===== config.mk =====
export PLATFORM = sky130hd
export DESIGN_NAME = i2c_slave_responder
export DESIGN_NICKNAME = d
export VERILOG_FILES = /design/src/rtl/i2c_slave_responder.sv
export SDC_FILE = /design/constraint.sdc
export NUM_CORES = 1
export LEC_CHECK = 0
export BUFFER_PORTS_ARGS = -buffer_cell sky130_fd_sc_hd__buf_2
export CORE_AREA = 2 2 78 80
export CTS_BUF_LIST = sky130_fd_sc_hd__clkbuf_4 sky130_fd_sc_hd__clkbuf_8
export DETAILED_ROUTE_END_ITERATION = 16
export DIE_AREA = 0 0 80 82
export PLACE_DENSITY = 0.63
export SYNTH_ARGS = -nofsm -noshare
export SYNTH_HDL_FRONTEND = slang
export SYNTH_SLANG_ARGS = --single-unit

===== constraint.sdc =====
create_clock -name clk -period 1.83 [get_ports clk]
set_input_delay 0.183 -clock clk [delete_from_list [all_inputs] [get_ports clk]]
set_output_delay 0.183 -clock clk [all_outputs]
set_load 0.02 [all_outputs]

===== src/rtl/i2c_slave_responder.sv =====
// I2C target answering SLAVE_ADDR: ACKs its address, delivers written bytes, and shifts read bytes onto SDA.
// Define I2C_GLITCH_FILTER_EN to add a 3-sample majority filter on SCL/SDA after the synchronizer.
module i2c_slave_responder #(
  parameter logic [6:0] SLAVE_ADDR = 7'd48
) (
  input  logic       clk,
  input  logic       rst,
  input  logic       scl_in,
  input  logic       sda_in,
  output logic       sda_oe,
  input  logic [7:0] rd_data_in,
  output logic       rd_strobe,
  output logic [7:0] wr_data_out,
  output logic       wr_strobe,
  output logic       busy
);

  localparam logic [2:0] S_IDLE      = 3'd0;
  localparam logic [2:0] S_ADDR      = 3'd1;
  localparam logic [2:0] S_ADDR_ACK  = 3'd2;
  localparam logic [2:0] S_WR_BYTE   = 3'd3;
  localparam logic [2:0] S_WR_ACK    = 3'd4;
  localparam logic [2:0] S_RD_BYTE   = 3'd5;
  localparam logic [2:0] S_RD_ACK    = 3'd6;
  localparam logic [2:0] S_WAIT_STOP = 3'd7;

  logic [1:0] scl_sync, sda_sync;
  logic       scl, sda, scl_prev, sda_prev;

  // Synchronizers reset to the idle-bus level so reset release never looks like an edge.
  always_ff @(posedge clk or posedge rst) begin
    if (rst) begin
      scl_sync <= '1;
      sda_sync <= '1;
    end else begin
      scl_sync <= {scl_sync[0], scl_in};
      sda_sync <= {sda_sync[0], sda_in};
    end
  end

`ifdef I2C_GLITCH_FILTER_EN
  logic [1:0] scl_hist, sda_hist;

  always_ff @(posedge clk or posedge rst) begin
    if (rst) begin
      scl_hist <= '1;
      sda_hist <= '1;
    end else begin
      scl_hist <= {scl_hist[0], scl_sync[1]};
      sda_hist <= {sda_hist[0], sda_sync[1]};
    end
  end

  assign scl = (scl_sync[1] & scl_hist[0]) | (scl_sync[1] & scl_hist[1]) | (scl_hist[0] & scl_hist[1]);
  assign sda = (sda_sync[1] & sda_hist[0]) | (sda_sync[1] & sda_hist[1]) | (sda_hist[0] & sda_hist[1]);
`else
  assign scl = scl_sync[1];
  assign sda = sda_sync[1];
`endif

  always_ff @(posedge clk or posedge rst) begin
    if (rst) begin
      scl_prev <= 1'b1;
      sda_prev <= 1'b1;
    end else begin
      scl_prev <= scl;
      sda_prev <= sda;
    end
  end

  logic scl_rise, scl_fall, start_det, stop_det;
  assign scl_rise  = scl & ~scl_prev;
  assign scl_fall  = ~scl & scl_prev;
  assign start_det = scl & scl_prev & sda_prev & ~sda;
  assign stop_det  = scl & scl_prev & ~sda_prev & sda;

  logic [2:0] state;
  logic [3:0] bit_cnt;
  logic [7:0] shifter, tx;
  logic [7:0] shift_in;
  logic       rw, ack_hold;

  assign shift_in = {shifter[6:0], sda};

  always_ff @(posedge clk or posedge rst) begin
    if (rst) begin
      state       <= S_IDLE;
      bit_cnt     <= '0;
      shifter     <= '0;
      tx          <= '0;
      rw          <= 1'b0;
      ack_hold    <= 1'b0;
      sda_oe      <= 1'b0;
      busy        <= 1'b0;
      wr_data_out <= '0;
      wr_strobe   <= 1'b0;
      rd_strobe   <= 1'b0;
    end else begin
      wr_strobe <= 1'b0;
      rd_strobe <= 1'b0;
      if (start_det) begin
        state    <= S_ADDR;
        bit_cnt  <= '0;
        ack_hold <= 1'b0;
        sda_oe   <= 1'b0;
        busy     <= 1'b0;
      end else if (stop_det) begin
        state    <= S_IDLE;
        bit_cnt  <= '0;
        ack_hold <= 1'b0;
        sda_oe   <= 1'b0;
        busy     <= 1'b0;
      end else begin
        case (state)
          S_IDLE: ;
          S_ADDR: if (scl_rise) begin
            shifter <= shift_in;
            bit_cnt <= bit_cnt + 4'd1;
            if (bit_cnt == 4'd7) begin
              bit_cnt <= '0;
              if (shift_in[7:1] == SLAVE_ADDR) begin
                rw    <= shift_in[0];
                busy  <= 1'b1;
                state <= S_ADDR_ACK;
              end else begin
                state <= S_WAIT_STOP;
              end
            end
          end
          // ACK spans two SCL falls: the first pulls SDA, the second ends the 9th clock.
          S_ADDR_ACK, S_WR_ACK: if (scl_fall) begin
            if (!ack_hold) begin
              sda_oe   <= 1'b1;
              ack_hold <= 1'b1;
            end else begin
              ack_hold <= 1'b0;
              bit_cnt  <= '0;
              if (state == S_ADDR_ACK && rw) begin
                tx        <= {rd_data_in[6:0], 1'b0};
                sda_oe    <= ~rd_data_in[7];
                rd_strobe <= 1'b1;
                bit_cnt   <= 4'd1;
                state     <= S_RD_BYTE;
              end else begin
                sda_oe <= 1'b0;
                state  <= S_WR_BYTE;
              end
            end
          end
          S_WR_BYTE: if (scl_rise) begin
            shifter <= shift_in;
            bit_cnt <= bit_cnt + 4'd1;
            if (bit_cnt == 4'd7) begin
              wr_data_out <= shift_in;
              wr_strobe   <= 1'b1;
              bit_cnt     <= '0;
              state       <= S_WR_ACK;
            end
          end
          S_RD_BYTE: if (scl_fall) begin
            if (bit_cnt == 4'd8) begin
              sda_oe  <= 1'b0;
              bit_cnt <= '0;
              state   <= S_RD_ACK;
            end else begin
              sda_oe  <= ~tx[7];
              tx      <= {tx[6:0], 1'b0};
              bit_cnt <= bit_cnt + 4'd1;
            end
          end
          // After a master ACK the byte is loaded now; its MSB goes out on the next SCL fall.
          S_RD_ACK: if (scl_rise) begin
            if (!sda) begin
              tx        <= rd_data_in;
              rd_strobe <= 1'b1;
              bit_cnt   <= '0;
              state     <= S_RD_BYTE;
            end else begin
              state <= S_WAIT_STOP;
            end
          end
          S_WAIT_STOP: sda_oe <= 1'b0;
          default: state <= S_IDLE;
        endcase
      end
    end
  end

endmodule


# --- Word level (Yosys, flattened, before mapping) ---
# Index checks and enable logic that the tools add are counted.
classes:
  n_bitwise: 15
  eq_ne: 28
  mux: 67
  n_reduce_logical: 22
  addsub: 1
ops:
  columns: ["operator", "n"]
  rows:
  - ["$mux 8", 7]
  - ["$mux 4", 10]
  - ["$ne 4x4->1 const B", 10]
  - ["$mux 3", 13]
  - ["$mux 1", 31]
  - ["$pmux 8 s3", 1]
  - ["$reduce_bool 3->1", 7]
  - ["$reduce_and 10->1", 2]
  - ["$pmux 4 s4", 1]
  - ["$pmux 3 s5", 1]
  - ["$ne 2x2->1 const B", 7]
  - ["$eq 3x3->1 const B", 4]
  - ["$not 1->1", 8]
  - ["$reduce_and 4->1", 2]
  - ["$and 1x1->1", 7]
  - ["$eq 7x6->1 const B", 1]
  - ["$reduce_and 7->1", 1]
  - ["$reduce_bool 7->1", 1]
  - ["$eq 3x2->1 const B", 2]
  - ["$reduce_and 6->1", 1]
  - ["$reduce_bool 6->1", 1]
  - ["$reduce_and 5->1", 1]
  - ["$reduce_bool 5->1", 1]
  - ["$add 4x1->4 const B", 1]
  - ["other kinds (11)", 12]
word_totals:
  inputBits: 12
  ff_bits: 42
  word_cells: 148
  output_inout_bits: 12

# --- Logic depth before layout (Yosys ltp) ---
depth:
  ltp_word: 8
  depth_mapped: 7
  depth_no_buf: 7

# --- Worst setup path after synthesis ---
# No wires, ideal clock.
synth_path:
  path_type: "flip-flop to flip-flop"
  startpoint: "register scl_sync[1]"
  endpoint: "register tx[0]"
  setup_time_ps: 125
  t_arrival_ps: 1785
  required_time_ps: 1705
  setup_slack_ps: -80
  stages_incl_launch_ff: 7
  n_path_buf: 1
  path_cell_list: "dfstp_2 -> or3b_1 -> nand3_1 -> a22oi_1 -> a211o_1 -> buf_6 -> mux2_4"
synth_via:
  elab_chain_len: 5
synth_lines:
  columns: ["element", "line_no", "text"]
  rows:
  - ["start: declaration", "27", "logic [1:0] scl_sync, sda_sync;"]
  - ["start signal: assignment", "36", "scl_sync <= {scl_sync[0], scl_in};"]
  - ["$and 1x1->1", "74, 75", null]
  - ["$and 1x1->1 (on tied branches) (2 in series)", "75, 74", null]
  - ["$not 1->1 (no source line)", null, null]
  - ["$reduce_and 10->1 (no source line) (*)", null, null]
  - ["end signal: assignment", "139", "tx <= {rd_data_in[6:0], 1'b0};"]
  - ["end signal: assignment", "167", "tx <= {tx[6:0], 1'b0};"]
  - ["end signal: assignment", "174", "tx <= rd_data_in;"]
  - ["end: declaration", "79", "logic [7:0] shifter, tx;"]
# Mark *: on every way between the ends. The rest lies on a longest branch, timed or not.
# A chain may end at the register's enable or synchronous reset.

# --- Worst setup path after layout ---
layout_path:
  startpoint: "register scl_sync[1]"
  endpoint: "register tx[3]"
# Same word-level chain as after synthesis.

==> results.json <==
{
  "status": "complete, but fails checks",
  "violations": "hold timing, setup timing",
  "dieHeight_um": 82,
  "final_nets": 286,
  "std_cell_rows": 28,
  "max-cap-violations": 0,
  "grt_pass1_vias": 1719,
  "cts.clk_slew.worst_paths_ps": 90,
  "hold_class": "in -> async",
  "area_delta_synth_final_pct": 33.5,
  "synth_top_area_share_pct": 40.3,
  "dieArea_mm2": 0.00656,
  "seqCellArea_mm2": 0.00106,
  "ir_worst_vdd_v": 0.000788,
  "syn_area_mm2": 0.00224,
  "synthDistinctLibCells": 54,
  "p_total_uw": 3620,
  "via_per_inst": 5.16,
  "dp_cells": 331,
  "wire_per_inst_um": 14.1,
  "crit_path_start_kind": "flip-flop",
  "cts_buffers": 5,
  "die_w_um": 80,
  "power_density_mw_per_mm2": 1210,
  "crit_family": "flip-flops",
  "path_buf_inv": 1,
  "insertion_delay_ps": 300,
  "tightest_slew_ps": 522,
  "place.gp.congestion": 0.845,
  "cp-startpoint": "scl_sync[1]",
  "synth_commonest_cells": "dfrtp_1, nor2_1, mux2_2",
  "max_stage_delay_ps": 570,
  "setup_viol": 9,
  "portBuffers": 23,
  "reg2reg_depth": 6,
  "ys_ff_latch": 42,
  "p_leak_uw": 0.00139,
  "hold_viol": 3,
  "worstPathCellList": "or3b_4 > nand3_2 > a22oi_1 > a211o_1 > buf_12 > mux2_4",
  "cts_tree": "yes",
  "slew_viol_final": 0,
  "routed_wl_mm": 4.89,
  "clock-sinks": 42,
  "rsz0062_at_grt": "yes",
  "cts.htree.levels": 2,
  "p_comb_share_pct": 43.7,
  "dp_hpwl_mm": 3.44,
  "cp.depth": 6,
  "ys_seq_area_share_pct": 47.3,
  "power_frac_clock_pct": 17.1,
  "r2r_slack_ps": -80,
  "num-fill-cells": 524,
  "cts_buffer_depth": 2,
  "layout.cells.non_filler": 348,
  "reg2reg_to": "tx[3]",
  "cp-endpoint": "tx[3]",
  "drt_iter0_markers": 50,
  "crit_required_ps": 2020,
  "ant_nets": 0,
  "synth_area_leader_cell": "dfrtp_1",
  "hold_slack_ps": -6.86,
  "grt_pass1_wl_mm": 7.97,
  "io-pin-count": 24,
  "antenna_cells": 0,
  "drcViolationCount": 0,
  "ys_async_sr_fraction_pct": 100,
  "grt_use_total_pct": 15.6,
  "p_seq_share_pct": 39.1,
  "multi_input_area_mm2": 0.00121,
  "synth_fp_nets": 225,
  "synthTopCellsByArea": "dfrtp_1, mux2_2, dfstp_2",
  "relSlewSlack_pct": 65.2,
  "synth_edf_count": 0,
  "reg2reg_from": "scl_sync[1]",
  "synth_most_common_cell": "dfrtp_1",
  "worstSetupEndpointType": "flip-flop",
  "path_max_fanout": 8,
  "synth_ff_type": "dfrtp_1",
  "p_switching_uw": 1280,
  "drive_above_1_share_pct": 48.0,
  "switching_share_pct": 35.4,
  "setup_slack_ps": -77.7,
  "start_util_pct": 38.9,
  "antenna_found_initial": 0,
  "layout_min_cycle_time_ps": 1910,
  "vias": 1794,
  "timing.final.crit_share_pct": 104,
  "design.core.area_mm2": 0.00575,
  "worst_path_max_delay_cell": "dfstp_2",
  "cp.arrival_ps": 2100,
  "clockRootBuffer": "clkbuf_8",
  "fmax_mhz": 524,
  "overflow": 0,
  "drtPass1Iterations": 4,
  "yosys_warnings": 0,
  "path_class": "reg -> reg",
  "syn_area_per_cell_um2": 10.6,
  "grt_max_degree": 43,
  "p_int_uw": 2340,
  "finClkSkew_ps": 7.01,
  "synthCells": 211
}
-- kinds of logic (layout without fill, tap and decap cells) --
logic type,after synthesis,count (layout),synth area share [%]
xor gates and xnor gates,3,3,1.18
adders and majority gates,2,2,1.12
AOI/OAI and AO/OA,48,48,14.1
muxes,25,25,13.9
buffers and inverters,21,83,4.59
DFF,42,42,47.3
and+or+nand+nor,70,70,17.8
-- placed cells by master (no fill, tap or decap), types with 2 or more instances in the layout --
| cell | instances |
|---|---|
| nand3b_1 | 3 |
| clkbuf_8 | 5 |
| nand2_1 | 12 |
| dlygate4sd3_1 | 2 |
| nor4_4 | 2 |
| mux2_2 | 15 |
| mux2_4 | 9 |
| a22oi_1 | 3 |
| nor2_1 | 19 |
| a31oi_2 | 2 |
| dfrtp_1 | 33 |
| a21oi_2 | 2 |
| o22ai_1 | 9 |
| dfrtp_2 | 3 |
| buf_6 | 3 |
| nand2b_1 | 5 |
| nand3_1 | 5 |
| inv_1 | 9 |
| o21ai_0 | 6 |
| buf_2 | 23 |
| xnor2_1 | 2 |
| buf_12 | 3 |
| buf_4 | 35 |
| dfstp_2 | 6 |
| a21oi_1 | 9 |
| nor3_1 | 3 |
-- per-layer routing --
layer / vias up / share of wire [%] / GRT usage, %
met5: - / 0 / 0
met4: 0 / 1.1 / 3.39
met3: 8 / 3.7 / 3.41
met2: 34 / 46 / 25.3
met1: 863 / 49 / 21.5
li1: 889 / - / -
-- flip-flops by register name, indices dropped and copies added, names as in the netlist, 2 cells and up --
| register | flops |
|---|---|
| tx | 8 |
| wr_data_out | 8 |
| shifter | 7 |
| bit_cnt | 4 |
| state | 3 |
| scl_sync | 2 |
| sda_sync | 2 |
-- power by group through the flow --
stage	combinational, uW	clock [uW]	sequential (uW)
floorplan	952	0	1360
global placement	1330	0	1420
finish	1580	621	1420
global route	1740	686	1460
CTS	1380	633	1410
detailed placement	1360	0	1420
-- tightest hold or removal path, delay by kind of cell --
kind	cells	cell delay [ps]
buf+inv	3	560
-- through the flow --
stage	instance area [um2]	setup slack, ps	util (%)	TNS [ps]
after global placement	2680	-45.8	46.6	-361
after detailed placement	2680	-76.4	46.6	-646
after floorplan	2240	-17.7	-	-142
after CTS	2800	-76.2	48.7	-576
after global routing	2980	-138	51.9	-1280
final	2980	-77.7	51.9	-574
-- worst min-delay path by stage --
stage | to | start | depth (start not counted) | slack [ps]
6_report | state[2] | rst | 3 | -7
5_1_grt | state[2] | rst | 3 | 60
4_1_cts | ack_hold | rst | 3 | 10
3_5_place_dp | sda_sync[0] | sda_in | 1 | 290
3_3_place_gp | sda_sync[0] | sda_in | 1 | 290
2_1_floorplan | scl_sync[0] | scl_in | 0 | 190
-- cell type report --
class	instances	share of cell area (%)
repair buffers	66	16.5
well taps	75	3.14
multi-input cells	148	40.6
clock inverters	2	0.461
flip-flops and latches	42	35.6
inverters	9	1.13
clock buffers	6	2.56
-- repair_timing --
item / 4_1_cts / 5_1_grt
hold endpoints to repair: 2 / 0
pin swaps: 0 / 9
endpoints found under the setup margin: 10 / 17
buffers inserted: 0 / 7
cloned: 0 / 0
hold buffers: 2 / 0
resized for setup: 4 / 26
Note: power is estimated with default switching activity, not from simulation.
